[config.mk]
export PLATFORM = sky130hd
export DESIGN_NAME = axi4_mem_master
export DESIGN_NICKNAME = d
export VERILOG_FILES = /design/src/rtl/axi4_master_pkg.sv /design/src/rtl/axi4_lane_align.sv /design/src/rtl/axi4_mem_master.sv
export SDC_FILE = /design/constraint.sdc
export NUM_CORES = 1
export LEC_CHECK = 0
export BUFFER_PORTS_ARGS = -buffer_cell sky130_fd_sc_hd__buf_2
export CAP_MARGIN = 20
export CORE_MARGIN = 2
export CORE_UTILIZATION = 45
export CTS_CLUSTER_SIZE = 40
export DETAILED_ROUTE_END_ITERATION = 10
export GPL_TIMING_DRIVEN = 0
export PLACE_DENSITY_LB_ADDON = 0.15
export SLEW_MARGIN = 20
export SYNTH_ARGS = -nofsm -noshare
export SYNTH_HDL_FRONTEND = slang
export SYNTH_HIERARCHICAL = 1
export SYNTH_SLANG_ARGS = --single-unit
[constraint.sdc]
create_clock -name clock -period 2.86 [get_ports clock]
set_input_delay 0.715 -clock clock [delete_from_list [all_inputs] [get_ports clock]]
set_output_delay 0.715 -clock clock [all_outputs]
set_load 0.005 [all_outputs]
[src/rtl/axi4_master_pkg.sv]
// -----------------------------------------------------------------------------
// axi4_master_pkg
// Shared types and helpers for the AXI4 memory master:
//   - state_e      : transaction FSM states
//   - SZ_*         : request size encodings (byte/half/word/dword)
//   - LANE_DATA_W  : data bus width handled by the lane aligner
//   - NUM_LANES    : byte lanes on the data bus
//   - strb_mask()  : byte-strobe pattern for a size at a lane offset
//   - misaligned() : true when an offset is not a multiple of the access size
// -----------------------------------------------------------------------------
package axi4_master_pkg;

    typedef enum logic [2:0] {
        ST_IDLE,
        ST_AR,
        ST_R,
        ST_WR,
        ST_B,
        ST_RESP
    } state_e;

    localparam logic [1:0] SZ_B = 2'd0;
    localparam logic [1:0] SZ_H = 2'd1;
    localparam logic [1:0] SZ_W = 2'd2;
    localparam logic [1:0] SZ_D = 2'd3;

    localparam int LANE_DATA_W = 64;
    localparam int NUM_LANES   = LANE_DATA_W / 8;

    // Contiguous run of 2^size ones, shifted up to the starting lane.
    function automatic logic [NUM_LANES-1:0] strb_mask(input logic [1:0] size,
                                                        input logic [2:0] off);
        logic [NUM_LANES-1:0] base;
        case (size)
            SZ_B:    base = 8'h01;
            SZ_H:    base = 8'h03;
            SZ_W:    base = 8'h0F;
            default: base = 8'hFF;
        endcase
        return base << off;
    endfunction

    // Any offset bit below the access size makes the access misaligned.
    function automatic logic misaligned(input logic [1:0] size,
                                        input logic [2:0] off);
        logic [2:0] low_mask;
        case (size)
            SZ_B:    low_mask = 3'b000;
            SZ_H:    low_mask = 3'b001;
            SZ_W:    low_mask = 3'b011;
            default: low_mask = 3'b111;
        endcase
        return |(off & low_mask);
    endfunction

endpackage

[src/rtl/axi4_lane_align.sv]
// -----------------------------------------------------------------------------
// axi4_lane_align
// Combinational byte-lane steering for both directions.
//   off_i      : byte offset within the 64-bit beat (addr[2:0])
//   size_i     : access size (SZ_B/H/W/D)
//   signed_i   : sign-extend load result (ignored for dword)
//   st_data_i  : right-justified store data
//   ld_data_i  : raw read beat from the bus
//   st_data_o  : store data shifted into its lanes
//   st_strb_o  : byte strobes for the store
//   ld_data_o  : load data shifted down and extended to 64 bits
// -----------------------------------------------------------------------------
module axi4_lane_align
    import axi4_master_pkg::*;
(
    input  logic [2:0]             off_i,
    input  logic [1:0]             size_i,
    input  logic                   signed_i,
    input  logic [LANE_DATA_W-1:0] st_data_i,
    input  logic [LANE_DATA_W-1:0] ld_data_i,
    output logic [LANE_DATA_W-1:0] st_data_o,
    output logic [NUM_LANES-1:0]   st_strb_o,
    output logic [LANE_DATA_W-1:0] ld_data_o
);

    logic [5:0]             shamt;
    logic [LANE_DATA_W-1:0] ld_shift;

    assign shamt = {off_i, 3'b000};

    always_comb begin
        // NOTE: every output gets a default before the case so no path leaves
        // it unassigned; an unassigned path would infer a latch.
        st_data_o = st_data_i << shamt;
        st_strb_o = strb_mask(size_i, off_i);
        ld_shift  = ld_data_i >> shamt;
        ld_data_o = ld_shift;
        case (size_i)
            SZ_B: ld_data_o = {{56{signed_i & ld_shift[7]}},  ld_shift[7:0]};
            SZ_H: ld_data_o = {{48{signed_i & ld_shift[15]}}, ld_shift[15:0]};
            SZ_W: ld_data_o = {{32{signed_i & ld_shift[31]}}, ld_shift[31:0]};
            default: ;  // dword: full beat, no extension
        endcase
    end

endmodule

[src/rtl/axi4_mem_master.sv]
// -----------------------------------------------------------------------------
// axi4_mem_master
// Turns single core load/store requests into one AXI4 read (AR/R) or write
// (AW/W/B) transaction at a time. Handles lane alignment, strobes, load
// extension, misalignment rejection and write-response timeout.
//   clock, reset         : rising-edge clock, async active-low reset
//   io_req_*             : core request (valid/ready handshake)
//   io_resp_*            : one-cycle completion pulse with data and error
//   io_ar*, io_rdata     : read address channel; data arrives the cycle after
//                          the AR handshake
//   io_aw*, io_w*        : write address and data channels
//   io_bvalid            : write response pulse (always accepted)
// All AXI-facing outputs are registered. Only DATA_W = 64 is supported.
// -----------------------------------------------------------------------------
module axi4_mem_master
    import axi4_master_pkg::*;
#(
    parameter int ADDR_W    = 64,
    parameter int DATA_W    = 64,
    parameter int B_TIMEOUT = 255
) (
    input  logic              clock,
    input  logic              reset,
    input  logic              io_req_valid,
    output logic              io_req_ready,
    input  logic              io_req_wen,
    input  logic [ADDR_W-1:0] io_req_addr,
    input  logic [1:0]        io_req_size,
    input  logic              io_req_signed,
    input  logic [DATA_W-1:0] io_req_wdata,
    output logic              io_resp_valid,
    output logic [DATA_W-1:0] io_resp_rdata,
    output logic              io_resp_err,
    output logic [ADDR_W-1:0] io_awaddr,
    output logic              io_awvalid,
    input  logic              io_awready,
    output logic [ADDR_W-1:0] io_araddr,
    output logic              io_arvalid,
    input  logic              io_arready,
    input  logic [DATA_W-1:0] io_rdata,
    output logic [DATA_W-1:0] io_wdata,
    output logic [7:0]        io_wstrb,
    output logic              io_wvalid,
    input  logic              io_wready,
    input  logic              io_bvalid
);

    localparam logic [7:0] B_LAST = 8'(B_TIMEOUT - 1);

    state_e            state_q;
    logic [2:0]        off_q;
    logic [1:0]        size_q;
    logic              signed_q;
    logic              aw_done_q, w_done_q;
    logic [7:0]        b_cnt_q;

    logic              req_ready_q, resp_valid_q, resp_err_q;
    logic [DATA_W-1:0] resp_rdata_q, wdata_q;
    logic [ADDR_W-1:0] awaddr_q, araddr_q;
    logic              awvalid_q, arvalid_q, wvalid_q;
    logic [7:0]        wstrb_q;

    // Single aligner: fed from the live request while idle (store setup at
    // acceptance) and from the latched request afterwards (load extraction).
    logic              in_idle;
    logic [2:0]        al_off;
    logic [1:0]        al_size;
    logic [DATA_W-1:0] al_wdata, al_rdata;
    logic [7:0]        al_strb;

    assign in_idle = (state_q == ST_IDLE);
    assign al_off  = in_idle ? io_req_addr[2:0] : off_q;
    assign al_size = in_idle ? io_req_size      : size_q;

    axi4_lane_align u_align (
        .off_i     (al_off),
        .size_i    (al_size),
        .signed_i  (signed_q),
        .st_data_i (io_req_wdata),
        .ld_data_i (io_rdata),
        .st_data_o (al_wdata),
        .st_strb_o (al_strb),
        .ld_data_o (al_rdata)
    );

    // A channel counts as finished once handshaken earlier or handshaking now.
    logic aw_fin, w_fin;
    assign aw_fin = aw_done_q | io_awready;
    assign w_fin  = w_done_q  | io_wready;

    logic [ADDR_W-1:0] beat_addr;
    assign beat_addr = {io_req_addr[ADDR_W-1:3], 3'b000};

    always_ff @(posedge clock or negedge reset) begin
        if (!reset) begin
            state_q      <= ST_IDLE;
            off_q        <= '0;
            size_q       <= '0;
            signed_q     <= 1'b0;
            aw_done_q    <= 1'b0;
            w_done_q     <= 1'b0;
            b_cnt_q      <= '0;
            req_ready_q  <= 1'b1;
            resp_valid_q <= 1'b0;
            resp_err_q   <= 1'b0;
            resp_rdata_q <= '0;
            awaddr_q     <= '0;
            awvalid_q    <= 1'b0;
            araddr_q     <= '0;
            arvalid_q    <= 1'b0;
            wdata_q      <= '0;
            wstrb_q      <= '0;
            wvalid_q     <= 1'b0;
        end else begin
            // NOTE: clocked state uses non-blocking assignments only, so every
            // register samples the pre-edge values regardless of statement order.
            resp_valid_q <= 1'b0;
            case (state_q)
                ST_IDLE: begin
                    if (io_req_valid) begin
                        off_q       <= io_req_addr[2:0];
                        size_q      <= io_req_size;
                        signed_q    <= io_req_signed;
                        req_ready_q <= 1'b0;
                        if (misaligned(io_req_size, io_req_addr[2:0])) begin
                            state_q      <= ST_RESP;
                            resp_valid_q <= 1'b1;
                            resp_err_q   <= 1'b1;
                            resp_rdata_q <= '0;
                        end else if (io_req_wen) begin
                            state_q   <= ST_WR;
                            awaddr_q  <= beat_addr;
                            awvalid_q <= 1'b1;
                            wdata_q   <= al_wdata;
                            wstrb_q   <= al_strb;
                            wvalid_q  <= 1'b1;
                            aw_done_q <= 1'b0;
                            w_done_q  <= 1'b0;
                        end else begin
                            state_q   <= ST_AR;
                            araddr_q  <= beat_addr;
                            arvalid_q <= 1'b1;
                        end
                    end
                end
                ST_AR: begin
                    if (io_arready) begin
                        arvalid_q <= 1'b0;
                        state_q   <= ST_R;
                    end
                end
                ST_R: begin
                    resp_rdata_q <= al_rdata;
                    resp_err_q   <= 1'b0;
                    resp_valid_q <= 1'b1;
                    state_q      <= ST_RESP;
                end
                ST_WR: begin
                    if (io_awready && !aw_done_q) begin
                        awvalid_q <= 1'b0;
                        aw_done_q <= 1'b1;
                    end
                    if (io_wready && !w_done_q) begin
                        wvalid_q <= 1'b0;
                        w_done_q <= 1'b1;
                    end
                    if (aw_fin && w_fin) begin
                        b_cnt_q <= '0;
                        state_q <= ST_B;
                    end
                end
                ST_B: begin
                    if (io_bvalid || b_cnt_q == B_LAST) begin
                        resp_err_q   <= !io_bvalid;
                        resp_rdata_q <= '0;
                        resp_valid_q <= 1'b1;
                        state_q      <= ST_RESP;
                    end else begin
                        b_cnt_q <= b_cnt_q + 8'd1;
                    end
                end
                ST_RESP: begin
                    req_ready_q <= 1'b1;
                    state_q     <= ST_IDLE;
                end
                default: state_q <= ST_IDLE;
            endcase
        end
    end

    assign io_req_ready  = req_ready_q;
    assign io_resp_valid = resp_valid_q;
    assign io_resp_rdata = resp_rdata_q;
    assign io_resp_err   = resp_err_q;
    assign io_awaddr     = awaddr_q;
    assign io_awvalid    = awvalid_q;
    assign io_araddr     = araddr_q;
    assign io_arvalid    = arvalid_q;
    assign io_wdata      = wdata_q;
    assign io_wstrb      = wstrb_q;
    assign io_wvalid     = wvalid_q;

endmodule

# --- Word level (Yosys, flattened, before mapping) ---
# Cells that the tools add are included.
word_totals:
  register_bits: 283
  in_bits: 203
  elab_cells: 127
classes:
  add_sub_neg: 1
  eq_ne: 21
  n_shift: 3
  muxes: 50
  n_bitwise: 8
  n_reduce_logical: 26
op_table:
  columns: ["cell", "count"]
  rows:
  - ["$pmux 64 s3", 2]
  - ["$mux 64", 3]
  - ["$shl 64x6->64", 1]
  - ["$shr 64x6->64", 1]
  - ["$mux 3", 8]
  - ["$pmux 8 s3", 1]
  - ["$mux 1", 21]
  - ["$ne 2x2->1 const B", 10]
  - ["$mux 8", 2]
  - ["$pmux 8 s2", 1]
  - ["$reduce_and 4->1", 4]
  - ["$pmux 3 s5", 1]
  - ["$reduce_and 5->1", 3]
  - ["$pmux 1 s2", 6]
  - ["$pmux 3 s3", 1]
  - ["$add 8x1->8 const B", 1]
  - ["$eq 8x8->1 const B", 1]
  - ["$reduce_bool 2->1", 4]
  - ["$shl 8x3->8", 1]
  - ["$eq 3x2->1 const B", 2]
  - ["$eq 3x3->1 const B", 2]
  - ["$pmux 1 s3", 2]
  - ["$eq 2x1->1 const B", 2]
  - ["$eq 2x2->1 const B", 2]
  - ["other kinds (16)", 27]

# --- Longest topological paths before layout ---
# Gate-level depths: netlist of the first run.
depth:
  word_depth: 9
  ltp_mapped: 13

# --- Cells and area by module ---
# Netlist of the first run, hierarchy kept.
by_module_without_submodules:
  columns: ["module", "n_inst", "cells_per_inst", "area_per_inst_um2", "seq_area_each_um2"]
  rows:
  - ["axi4_mem_master", 1, 826, 11079.4, 7083.0]
  - ["axi4_lane_align", 1, 591, 4539.4, 0.0]

# --- Least setup slack after synthesis of the first run ---
# Ideal clock, no wire load.
synth_path:
  path_kind: "register -> register"
  from: "register state_q[0]"
  to: "register wstrb_q[4], in the netlist io_wstrb[4]"
  setup_time_ns: 0.125
  arrival_time_ns: 2.663
  t_required_ns: 2.735
  path_slack_ns: 0.072
  path_stages_with_launch: 12
  path_cell_list: "dfrtp_1 buf_6 nor3_1 mux2_2 buf_6 buf_6 buf_6 buf_4 buf_2 a22oi_1 o32ai_1 mux2_2"
synth_via:
  word_cells_on_any_way: 9
synth_lines:
  columns: ["item", "line_no", "source"]
  rows:
  - ["from (decl)", "axi4_mem_master.sv:50", "state_e state_q;"]
  - ["from (signal assigned)", "axi4_mem_master.sv:96", "state_q <= ST_IDLE;"]
  - ["from (signal assigned)", "axi4_mem_master.sv:126", "state_q <= ST_RESP;"]
  - ["from (signal assigned)", "axi4_mem_master.sv:131", "state_q <= ST_WR;"]
  - ["$logic_not 3->1", "axi4_mem_master.sv:71", "assign in_idle = (state_q == ST_IDLE);"]
  - ["$mux 3", "axi4_mem_master.sv:72", "assign al_off = in_idle ? io_req_addr[2:0] : off_q;"]
  - ["via al_off[1]", "axi4_mem_master.sv:66", "logic [2:0] al_off;"]
  - ["$shl 8x3->8", "axi4_master_pkg.sv:40", "return base << off;"]
  - ["via al_strb[4]", "axi4_mem_master.sv:69", "logic [7:0] al_strb;"]
  - ["to (signal assigned)", "axi4_mem_master.sv:135", "wstrb_q <= al_strb;"]
  - ["to (decl)", "axi4_mem_master.sv:61", "logic [7:0] wstrb_q;"]
# The timed path passes the listed nets, and every way through them passes these cells.
# A chain may end at the register's enable or synchronous reset.

# --- Worst setup path in the final report of the first run ---
layout_path:
  from: "register state_q[2]"
  to: "register wdata_q[51], in the netlist io_wdata[51]"
layout_via:
  elab_chain_cells: 3
  word_cells_on_any_way: 4
layout_rtl:
  columns: ["item", "line_no", "source"]
  rows:
  - ["$logic_not 3->1", "axi4_mem_master.sv:71", null]
  - ["$mux 3", "axi4_mem_master.sv:72", null]
  - ["via al_off[1]", "axi4_mem_master.sv:66", null]
  - ["$shl 64x6->64", "axi4_lane_align.sv:34", "st_data_o = st_data_i << shamt;"]
  - ["via al_wdata[51]", "axi4_mem_master.sv:68", "logic [DATA_W-1:0] al_wdata, al_rdata;"]
  - ["to (signal assigned)", "axi4_mem_master.sv:134", "wdata_q <= al_wdata;"]
  - ["to (decl)", "axi4_mem_master.sv:58", "logic [DATA_W-1:0] resp_rdata_q, wdata_q;"]
# The timed path passes the listed nets, and every way through them passes these cells.

==> metrics.txt, run 1 <==
# TYPE chip_impl_metric gauge
chip_impl_metric{name="post-route-worst-setup-slack",unit="ns"} 0.03700
chip_impl_info{name="critical-path-top-delay-family",value="multiplexers"} 1
chip_impl_metric{name="critical_path_cell_count",unit=""} 12
chip_impl_metric{name="global_route_wire_length_before_repair",unit="mm"} 82.06
chip_impl_metric{name="setup.reg_to_reg.worst_slack",unit="ns"} 0.04
chip_impl_metric{name="cpPeakStageDelay",unit="ns"} 0.43
chip_impl_metric{name="core_ar",unit="um2"} 34370
chip_impl_metric{name="yosys.area.top_type_share",unit=""} 0.4518
chip_impl_metric{name="vdd.ir_drop.worst",unit="mV"} 0.7756
chip_impl_metric{name="static_leakage",unit="nW"} 10.03
chip_impl_info{name="grt_setup_unrepaired",value="true"} 1
chip_impl_info{name="cp_cell_sequence",value="buf_6 -> nor3_4 -> buf_4 -> mux2_4 -> buf_12 -> buf_8 -> buf_12 -> mux2i_2 -> nor2_1 -> a21oi_2 -> mux2i_1 -> mux2_2"} 1
chip_impl_metric{name="pin_count_of_the_biggest_net_entering_global_routing",unit=""} 95
chip_impl_metric{name="layout.cell_area.non_filler",unit="um2"} 20550
chip_impl_info{name="cpMaxStageDelayCell",value="sky130_fd_sc_hd__dfrtp_1"} 1
chip_impl_metric{name="post_synth_num_cell_types",unit=""} 59
chip_impl_metric{name="cellPowerDensity",unit="nW/um2"} 1271
chip_impl_metric{name="drv.max_cap_violation_count",unit=""} 0
chip_impl_metric{name="multi_input_area",unit="um2"} 8066
chip_impl_metric{name="syn-mean-instance-area",unit="um2"} 11.02
chip_impl_info{name="setup.worst_path.start_class",value="register"} 1
chip_impl_metric{name="synthArstFlopShare",unit=""} 1.000
chip_impl_metric{name="metal3_wl",unit="mm"} 5.154
chip_impl_metric{name="power.net_switching",unit="mW"} 10.66
chip_impl_metric{name="total_wirelength",unit="mm"} 55.56
chip_impl_metric{name="place_area",unit="um2"} 18630
chip_impl_metric{name="seqPwrFrac",unit=""} 0.257
chip_impl_info{name="hp-class",value="input pin to async pin"} 1
chip_impl_metric{name="synth_seq_cells",unit=""} 283
chip_impl_metric{name="synthesis.yosys.warnings",unit=""} 6
chip_impl_info{name="root_buffer_master",value="sky130_fd_sc_hd__clkbuf_16"} 1
chip_impl_metric{name="width_of_the_chip",unit="um"} 190.3
chip_impl_metric{name="cts.sinks",unit=""} 283
chip_impl_metric{name="drt-wirelength-per-cell",unit="um"} 22.84
chip_impl_metric{name="post_route_cells_drive_above_1_share",unit=""} 0.4944
chip_impl_metric{name="combPwrFrac",unit=""} 0.567
chip_impl_info{name="critical_path_sink_type",value="register"} 1
chip_impl_metric{name="layout.nets",unit=""} 2149
chip_impl_metric{name="setup_viol",unit=""} 0
chip_impl_metric{name="timing.clock.skew",unit="ns"} 0.01406
chip_impl_metric{name="num_vias",unit=""} 13640
chip_impl_info{name="tritoncts",value="built"} 1
chip_impl_metric{name="final.period_utilization",unit=""} 0.9871
chip_impl_metric{name="cts_made_buffers",unit=""} 34
chip_impl_metric{name="routed-wl-met2",unit="mm"} 26.43
chip_impl_metric{name="clk-insertion-delay-late",unit="ns"} 0.54
chip_impl_info{name="routed.top_layer",value="met5"} 1
chip_impl_metric{name="ctsLongestPathBuffers",unit=""} 3
chip_impl_info{name="rr_endpoint",value="io_wdata[51]$_DFFE_PN0P_"} 1
chip_impl_metric{name="mappedNetlistArea",unit="um2"} 15620
chip_impl_metric{name="syn_to_final_growth",unit="%"} 31.56
chip_impl_info{name="synth_area_leaders",value="sky130_fd_sc_hd__dfrtp_1 (45%), sky130_fd_sc_hd__mux2_2 (17%), sky130_fd_sc_hd__mux2i_1 (8.3%)"} 1
chip_impl_metric{name="die-area",unit="um2"} 36210
chip_impl_metric{name="critPathArrivalTime",unit="ns"} 3.25
chip_impl_info{name="cp-startpoint",value="state_q[2]$_DFFE_PN0P_"} 1
chip_impl_metric{name="die_height",unit="um"} 190.3
chip_impl_metric{name="initial_utilization",unit=""} 0.4544
chip_impl_info{name="critPathMostFrequentCell",value="sky130_fd_sc_hd__buf_12"} 1
chip_impl_metric{name="routed_via_density",unit=""} 5.606
chip_impl_metric{name="drt-met1-wl",unit="mm"} 21.90
chip_impl_metric{name="max_freq",unit="MHz"} 354.2
chip_impl_metric{name="final_hold_viols",unit=""} 0
chip_impl_metric{name="max_slew.worst_pin.slew",unit="ns"} 0.8857
chip_impl_metric{name="path_buf_inv",unit=""} 5
chip_impl_metric{name="ff2ff_path_depth",unit=""} 12
chip_impl_metric{name="synth_edf_count",unit=""} 0
chip_impl_metric{name="dr.first_iter.drc_count",unit=""} 1015
chip_impl_metric{name="placement.io_buffers",unit=""} 466
chip_impl_metric{name="switching_share",unit=""} 0.4082
chip_impl_metric{name="worst-path-max-fanout",unit=""} 11
chip_impl_metric{name="drcViolationCount",unit=""} 0
chip_impl_metric{name="postSynthCellCount",unit=""} 1417
chip_impl_metric{name="hpwl",unit="mm"} 42.68
chip_impl_metric{name="antenna_violations_before_repair",unit=""} 8
chip_impl_metric{name="final_hold_slack",unit="ns"} 0.02208
chip_impl_info{name="critical_setup_path_class",value="register to register"} 1
chip_impl_metric{name="grt-ovfl-total",unit=""} 0
chip_impl_metric{name="layout_min_cycle_time",unit="ns"} 2.823
chip_impl_metric{name="synth-seq-area-share",unit=""} 0.4535
chip_impl_metric{name="final_core_util",unit=""} 0.5978
chip_impl_metric{name="io_pins",unit=""} 473
chip_impl_metric{name="placement_rows",unit=""} 68
chip_impl_metric{name="antenna_viol_nets_final",unit=""} 0
chip_impl_metric{name="dp_slack",unit="ns"} -0.6384
chip_impl_metric{name="fin_total_pwr",unit="mW"} 26.12
chip_impl_metric{name="global_route.usage.total",unit=""} 0.2990
chip_impl_metric{name="timing.slew.headroom",unit=""} 0.4063
chip_impl_metric{name="power.clock.fraction",unit=""} 0.176
chip_impl_metric{name="crit_required",unit="ns"} 3.28
chip_impl_info{name="post-synth-top-area-cell",value="sky130_fd_sc_hd__dfrtp_1"} 1
chip_impl_metric{name="register_clock_pin_slew_on_the_reported_worst_setup_and_hold_paths",unit="ns"} 0.06
chip_impl_metric{name="number_of_global_route_vias_before_repair",unit=""} 13670
chip_impl_metric{name="final.fill_count",unit=""} 3013
chip_impl_info{name="reg2reg_from",value="state_q[2]$_DFFE_PN0P_"} 1
chip_impl_metric{name="globalplace.congestion",unit=""} 0.9820
chip_impl_metric{name="seqCellArea",unit="um2"} 7084
chip_impl_info{name="status",value="completed"} 1
chip_impl_metric{name="internal_power",unit="mW"} 15.46
chip_impl_metric{name="drt_first_pass_iters",unit=""} 5
chip_impl_info{name="synth_flop_cell",value="sky130_fd_sc_hd__dfrtp_1"} 1
chip_impl_metric{name="ctsHtreeMaxLevel",unit=""} 2
chip_impl_metric{name="report.final.slew_viol_count",unit=""} 0
cell usage in the layout (no fill, tap or decap), types with 21 or more instances in the layout:
cell type / instances
sky130_fd_sc_hd__clkbuf_1: 26
sky130_fd_sc_hd__dfrtp_1: 281
sky130_fd_sc_hd__clkbuf_16: 37
sky130_fd_sc_hd__mux2i_1: 107
sky130_fd_sc_hd__mux4_2: 22
sky130_fd_sc_hd__nand2_1: 193
sky130_fd_sc_hd__buf_4: 48
sky130_fd_sc_hd__o21ai_0: 96
sky130_fd_sc_hd__mux2_2: 227
sky130_fd_sc_hd__nor2_1: 69
sky130_fd_sc_hd__buf_6: 26
sky130_fd_sc_hd__o21ai_1: 21
sky130_fd_sc_hd__a21oi_1: 31
sky130_fd_sc_hd__buf_2: 493
metrics by stage:
stage	std cells	setup TNS, ns
finish	2433	0
CTS	2413	-0.02510
floorplan	1422	0
global placement	2343	-1220.62
detailed placement	2346	-55.83
global route	2429	-0.6042
per-layer routing:
metal | up-vias | GRT usage
met5 | - | 0
met4 | 4 | 0.1243
met3 | 124 | 0.07343
met2 | 703 | 0.4897
met1 | 6673 | 0.3788
li1 | 6135 | -
how the worst max path moves through the flow:
| stage | to | slack (ns) |
|---|---|---|
| floorplan | io_wstrb[4]$_DFFE_PN0P_ | 0.07 |
| global placement | io_araddr[19]$_DFFE_PN0P_ | -4.19 |
| detailed placement | io_resp_rdata[22]$_DFFE_PN0P_ | -0.64 |
| CTS | io_resp_rdata[11]$_DFFE_PN0P_ | -0.01 |
| global route | io_resp_rdata[0]$_DFFE_PN0P_ | -0.05 |
| finish | io_wdata[51]$_DFFE_PN0P_ | 0.04 |
sequential cells by signal, summed over array words and instances (netlist names):
register	cells
off_q	3
io_awvalid	1
state_q	3
w_done_q	1
io_wstrb	8
io_wdata	64
io_resp_err	1
io_resp_rdata	64
size_q	2
io_wvalid	1
io_arvalid	1
signed_q	1
io_araddr	61
io_req_ready	1
io_awaddr	61
io_resp_valid	1
aw_done_q	1
b_cnt_q	8
layout make-up:
| cell class | instances | share of cell area |
|---|---|---|
| antenna | 8 | 0.0009742 |
| buffer | 123 | 0.04609 |
| clock buffer | 47 | 0.04871 |
| clock inverter | 15 | 0.009986 |
| inverter | 4 | 0.0007307 |
| multi-input combinational | 1009 | 0.3926 |
| sequential | 283 | 0.3448 |
| tap | 455 | 0.02770 |
| timing repair buffer | 489 | 0.1285 |
power by group through the flow:
stage	clock network (mW)	logic, mW	registers [mW]
floorplan	0	8.20	6.83
global placement	0	13.2	6.70
detailed placement	0	13.3	6.77
CTS	4.69	13.7	6.73
global route	4.84	15.7	6.94
finish	4.59	14.8	6.72
kinds of logic (layout without fill, tap and decap cells):
| family | after synthesis | after routing | share of synthesized area |
|---|---|---|---|
| buf+inv | 130 | 678 | 0.05383 |
| flops | 283 | 283 | 0.4535 |
| other cells | 1 | 14 | 0.0002401 |
| simple gates | 375 | 375 | 0.1142 |
| compound gates | 233 | 233 | 0.08844 |
| fa+ha+maj | 2 | 2 | 0.001602 |
| xor+xnor | 4 | 4 | 0.002243 |
| mux | 389 | 389 | 0.2859 |
cell usage after synthesis (3+ instances only):
master / instances
sky130_fd_sc_hd__and2_1: 9
sky130_fd_sc_hd__nand3_1: 24
sky130_fd_sc_hd__o21ai_1: 5
sky130_fd_sc_hd__a21o_1: 3
sky130_fd_sc_hd__and3_1: 5
sky130_fd_sc_hd__nand2b_1: 8
sky130_fd_sc_hd__inv_1: 4
sky130_fd_sc_hd__buf_1: 3
sky130_fd_sc_hd__nand4_1: 17
sky130_fd_sc_hd__o2bb2ai_1: 17
sky130_fd_sc_hd__clkbuf_1: 27
sky130_fd_sc_hd__mux2_2: 229
sky130_fd_sc_hd__nand4_2: 11
sky130_fd_sc_hd__o21a_1: 3
sky130_fd_sc_hd__a211oi_1: 4
sky130_fd_sc_hd__buf_2: 38
sky130_fd_sc_hd__o2111ai_1: 8
sky130_fd_sc_hd__mux2_1: 8
sky130_fd_sc_hd__buf_6: 24
sky130_fd_sc_hd__nor2_1: 72
sky130_fd_sc_hd__nor2b_1: 14
sky130_fd_sc_hd__mux2i_1: 130
sky130_fd_sc_hd__xnor2_1: 3
sky130_fd_sc_hd__nand2_1: 193
sky130_fd_sc_hd__o211ai_1: 11
sky130_fd_sc_hd__mux4_2: 22
sky130_fd_sc_hd__buf_4: 33
sky130_fd_sc_hd__a21oi_1: 38
sky130_fd_sc_hd__o21ai_0: 114
sky130_fd_sc_hd__o22ai_1: 18
sky130_fd_sc_hd__nor3_1: 4
sky130_fd_sc_hd__dfrtp_1: 282
worst register-to-register path: cells and delay by family, from the launching register on:
family,cells,cell delay (ns)
multiplexers,4,0.97
AND/OR/NAND/NOR,2,0.33
flip-flops,1,0.43
buffers and inverters,5,0.80
AO/OA/AOI/OAI,1,0.17
repair_timing:
item | CTS | global route
setup buffers | 5 | 11
gates cloned | 1 | 3
resized for setup | 46 | 100
endpoints found under the hold margin | 0 | 0
pin swaps | 3 | 7
hold buffers | 0 | 0
endpoints found under the setup margin | 135 | 119
No activity file was read; power rests on OpenSTA's default activity.
==> run 2, diff against run 1 <==
- CTS_BUF_LIST: unset -> sky130_fd_sc_hd__clkbuf_4
- SETUP_SLACK_MARGIN: unset -> 0.05
==> run 2 against run 1 <==
Effect of this change:
- sequential share of layout area increased by 0.38 points
- die area did not move
- via count rose by 1.8%
- clock skew increased by 0.033 ns
- power decreased by 3.6%
- highest routed layer unchanged
- hold slack better by 0.18 ns
==> metrics.txt, run 2 (same netlist as run 1, synthesis figures left out) <==
# TYPE chip_impl_metric gauge
chip_impl_metric{name="final.fill_count",unit=""} 3120
chip_impl_metric{name="antenna_viol_nets_final",unit=""} 0
chip_impl_metric{name="drt-wirelength-per-cell",unit="um"} 22.19
chip_impl_metric{name="die_height",unit="um"} 190.3
chip_impl_metric{name="seqPwrFrac",unit=""} 0.267
chip_impl_metric{name="width_of_the_chip",unit="um"} 190.3
chip_impl_info{name="mostFrequentLayoutCell",value="sky130_fd_sc_hd__buf_2"} 1
chip_impl_metric{name="timing.slew.headroom",unit=""} 0.4016
chip_impl_metric{name="layout.nets",unit=""} 2194
chip_impl_info{name="tritoncts",value="built"} 1
chip_impl_metric{name="max_freq",unit="MHz"} 359.8
chip_impl_metric{name="timing.clock.skew",unit="ns"} 0.04661
chip_impl_info{name="root_buffer_master",value="sky130_fd_sc_hd__clkbuf_4"} 1
chip_impl_info{name="setup.worst_path.start_class",value="register"} 1
chip_impl_metric{name="io_pins",unit=""} 473
chip_impl_info{name="layout_common_cells",value="sky130_fd_sc_hd__buf_2 (494), sky130_fd_sc_hd__dfrtp_1 (281), sky130_fd_sc_hd__mux2_2 (225), sky130_fd_sc_hd__nand2_1 (192), sky130_fd_sc_hd__clkbuf_4 (122)"} 1
chip_impl_metric{name="groute.layer.met1.usage",unit=""} 0.3740
chip_impl_metric{name="core_ar",unit="um2"} 34370
chip_impl_metric{name="number_of_instances_on_the_worst_hold_path",unit=""} 2
chip_impl_metric{name="worst-path-max-fanout",unit=""} 10
chip_impl_metric{name="switching_share",unit=""} 0.4195
chip_impl_metric{name="final_hold_viols",unit=""} 0
chip_impl_metric{name="multi_input_area",unit="um2"} 8075
chip_impl_metric{name="globalplace.congestion",unit=""} 0.9820
chip_impl_metric{name="grt-ovfl-total",unit=""} 0
chip_impl_metric{name="num_vias",unit=""} 13890
chip_impl_metric{name="clk-insertion-delay-late",unit="ns"} 0.77
chip_impl_metric{name="grt_util_met3",unit=""} 0.08502
chip_impl_metric{name="placement_rows",unit=""} 68
chip_impl_metric{name="number_of_global_route_vias_before_repair",unit=""} 13950
chip_impl_metric{name="routed_via_density",unit=""} 5.543
chip_impl_metric{name="drt_first_pass_iters",unit=""} 5
chip_impl_metric{name="cts.sinks",unit=""} 283
chip_impl_metric{name="combPwrFrac",unit=""} 0.584
chip_impl_metric{name="antenna_violations_before_repair",unit=""} 9
chip_impl_info{name="rr_endpoint",value="io_resp_rdata[0]$_DFFE_PN0P_"} 1
chip_impl_info{name="globalRoute.busiestLayer",value="met2"} 1
chip_impl_metric{name="layout_min_cycle_time",unit="ns"} 2.780
chip_impl_metric{name="fin_total_pwr",unit="mW"} 25.19
chip_impl_metric{name="placement.io_buffers",unit=""} 466
chip_impl_metric{name="report.final.slew_viol_count",unit=""} 0
chip_impl_metric{name="global_route.usage.total",unit=""} 0.3015
chip_impl_metric{name="vdd.ir_drop.worst",unit="mV"} 0.6018
chip_impl_metric{name="drv.max_cap_violation_count",unit=""} 0
chip_impl_metric{name="drcViolationCount",unit=""} 0
chip_impl_metric{name="ff2ff_path_depth",unit=""} 12
chip_impl_metric{name="register_clock_pin_slew_on_the_reported_worst_setup_and_hold_paths",unit="ns"} 0.06
chip_impl_metric{name="ctsLongestPathBuffers",unit=""} 3
chip_impl_metric{name="final.period_utilization",unit=""} 0.9719
chip_impl_metric{name="critPathArrivalTime",unit="ns"} 3.42
chip_impl_info{name="status",value="completed"} 1
chip_impl_info{name="critical_path_sink_type",value="register"} 1
chip_impl_metric{name="grtUsageMet2",unit=""} 0.4906
chip_impl_info{name="critical_path.endpoint",value="io_resp_rdata[0]$_DFFE_PN0P_"} 1
chip_impl_metric{name="power.net_switching",unit="mW"} 10.57
chip_impl_metric{name="initial_utilization",unit=""} 0.4544
chip_impl_metric{name="die-area",unit="um2"} 36210
chip_impl_metric{name="setup_viol",unit=""} 0
chip_impl_metric{name="pin_count_of_the_biggest_net_entering_global_routing",unit=""} 95
chip_impl_metric{name="seqCellArea",unit="um2"} 7084
chip_impl_metric{name="cellPowerDensity",unit="nW/um2"} 1239
chip_impl_metric{name="post_route_cells_drive_above_1_share",unit=""} 0.5098
chip_impl_info{name="reg2reg_from",value="state_q[1]$_DFFE_PN0P_"} 1
chip_impl_info{name="hp-class",value="input pin to register"} 1
chip_impl_metric{name="syn_to_final_growth",unit="%"} 30.13
chip_impl_metric{name="total_wirelength",unit="mm"} 55.60
chip_impl_metric{name="dr.first_iter.drc_count",unit=""} 986
chip_impl_metric{name="internal_power",unit="mW"} 14.62
chip_impl_metric{name="cts_made_buffers",unit=""} 77
chip_impl_metric{name="setup.reg_to_reg.worst_slack",unit="ns"} 0.08
chip_impl_metric{name="static_leakage",unit="nW"} 10.05
chip_impl_metric{name="max_slew.worst_pin.slew",unit="ns"} 0.8928
chip_impl_metric{name="power.clock.fraction",unit=""} 0.150
chip_impl_metric{name="global_route_wire_length_before_repair",unit="mm"} 82.27
chip_impl_info{name="cp-startpoint",value="state_q[1]$_DFFE_PN0P_"} 1
chip_impl_metric{name="ctsHtreeMaxLevel",unit=""} 3
chip_impl_metric{name="crit_required",unit="ns"} 3.50
chip_impl_metric{name="fin_setup_tns",unit="ns"} 0
chip_impl_metric{name="hpwl",unit="mm"} 42.68
chip_impl_info{name="critical_setup_path_class",value="register to register"} 1
==> run 2: cell types whose count changed in the layout (fill, tap and decap cells not counted), moves of 4 or more <==
cell and delta:
sky130_fd_sc_hd__nand3_1 -4, sky130_fd_sc_hd__nand3_2 +4, sky130_fd_sc_hd__o21ai_1 -4, sky130_fd_sc_hd__mux2i_1 +5
sky130_fd_sc_hd__buf_12 -4, sky130_fd_sc_hd__clkinv_2 -5, sky130_fd_sc_hd__clkbuf_16 -35, sky130_fd_sc_hd__clkinv_1 +5
sky130_fd_sc_hd__clkbuf_4 +121, sky130_fd_sc_hd__clkbuf_8 -8, sky130_fd_sc_hd__mux2i_2 -4
==> run 2: what timing repair did <==
item | 4_1_cts | 5_1_grt
gates resized for setup | 76 | 52
hold endpoints to repair | 24 | 0
gates cloned | 1 | 2
endpoints found under the setup margin | 135 | 127
pin swaps | 3 | 3
hold buffers | 1 | 0
setup buffers | 6 | 11
==> run 2: power by group through the flow <==
| stage | combinational [mW] | sequential (mW) | clock [mW] |
|---|---|---|---|
| CTS | 14.0 | 6.72 | 3.89 |
| global placement | 13.2 | 6.70 | 0 |
| finish | 14.7 | 6.72 | 3.78 |
| floorplan | 8.20 | 6.83 | 0 |
| detailed placement | 13.3 | 6.77 | 0 |
| global route | 15.6 | 6.93 | 4.13 |
==> run 2: through the flow <==
step                      utilization  cell area, um2  worst slack, ns  hold slack [ns]  instances
after floorplan                     -           15640          0.07183           0.4194       1422
after global placement         0.5393           18540           -4.193           0.4669       2343
after detailed placement       0.5420           18630          -0.6384           0.4755       2346
after CTS                      0.5818           20000          0.06138           0.1294       2485
after global routing           0.5910           20310        -0.002379           0.1640       2501
final                          0.5913           20320          0.08045           0.2041       2505
==> run 2: metal layers <==
layer  up-vias  part of all wire
li1       6251                 -
met1      6754              0.39
met2       740              0.47
met3       136             0.098
met4         4             0.038
met5         -           0.00049
==> run 2: critical path, stage by stage, from the launching register on <==
cell	delay (ns)
sky130_fd_sc_hd__dfrtp_1	0.39
sky130_fd_sc_hd__buf_6	0.13
sky130_fd_sc_hd__nor3_4	0.21
sky130_fd_sc_hd__buf_6	0.15
sky130_fd_sc_hd__mux2_4	0.33
sky130_fd_sc_hd__buf_8	0.17
sky130_fd_sc_hd__buf_6	0.16
sky130_fd_sc_hd__buf_8	0.17
sky130_fd_sc_hd__mux2i_4	0.20
sky130_fd_sc_hd__mux2i_2	0.32
sky130_fd_sc_hd__mux2_2	0.27
sky130_fd_sc_hd__nand2_1	0.06
sky130_fd_sc_hd__o21ai_0	0.13
==> run 2: how the worst min path moves through the flow <==
stage / slack (ns) / end / startpoint
final: 0.20 / io_awaddr[30]$_DFFE_PN0P_ / io_req_addr[30]
after global routing: 0.16 / io_awaddr[6]$_DFFE_PN0P_ / io_req_addr[6]
after CTS: 0.13 / io_awaddr[30]$_DFFE_PN0P_ / io_req_addr[30]
after detailed placement: 0.48 / io_araddr[39]$_DFFE_PN0P_ / io_araddr[39]$_DFFE_PN0P_
after global placement: 0.47 / io_araddr[11]$_DFFE_PN0P_ / io_araddr[11]$_DFFE_PN0P_
after floorplan: 0.42 / aw_done_q$_DFFE_PN0P_ / reset
==> run 2: area by class of cell <==
cell class	instances	area share
Multi-Input combinational cell	1009	0.3973
Sequential cell	283	0.3486
Timing Repair Buffer	490	0.1290
Buffer	124	0.04574
Clock buffer	120	0.04432
Tap cell	455	0.02801
Clock inverter	12	0.005356
Antenna cell	8	0.0009850
Inverter	4	0.0007387
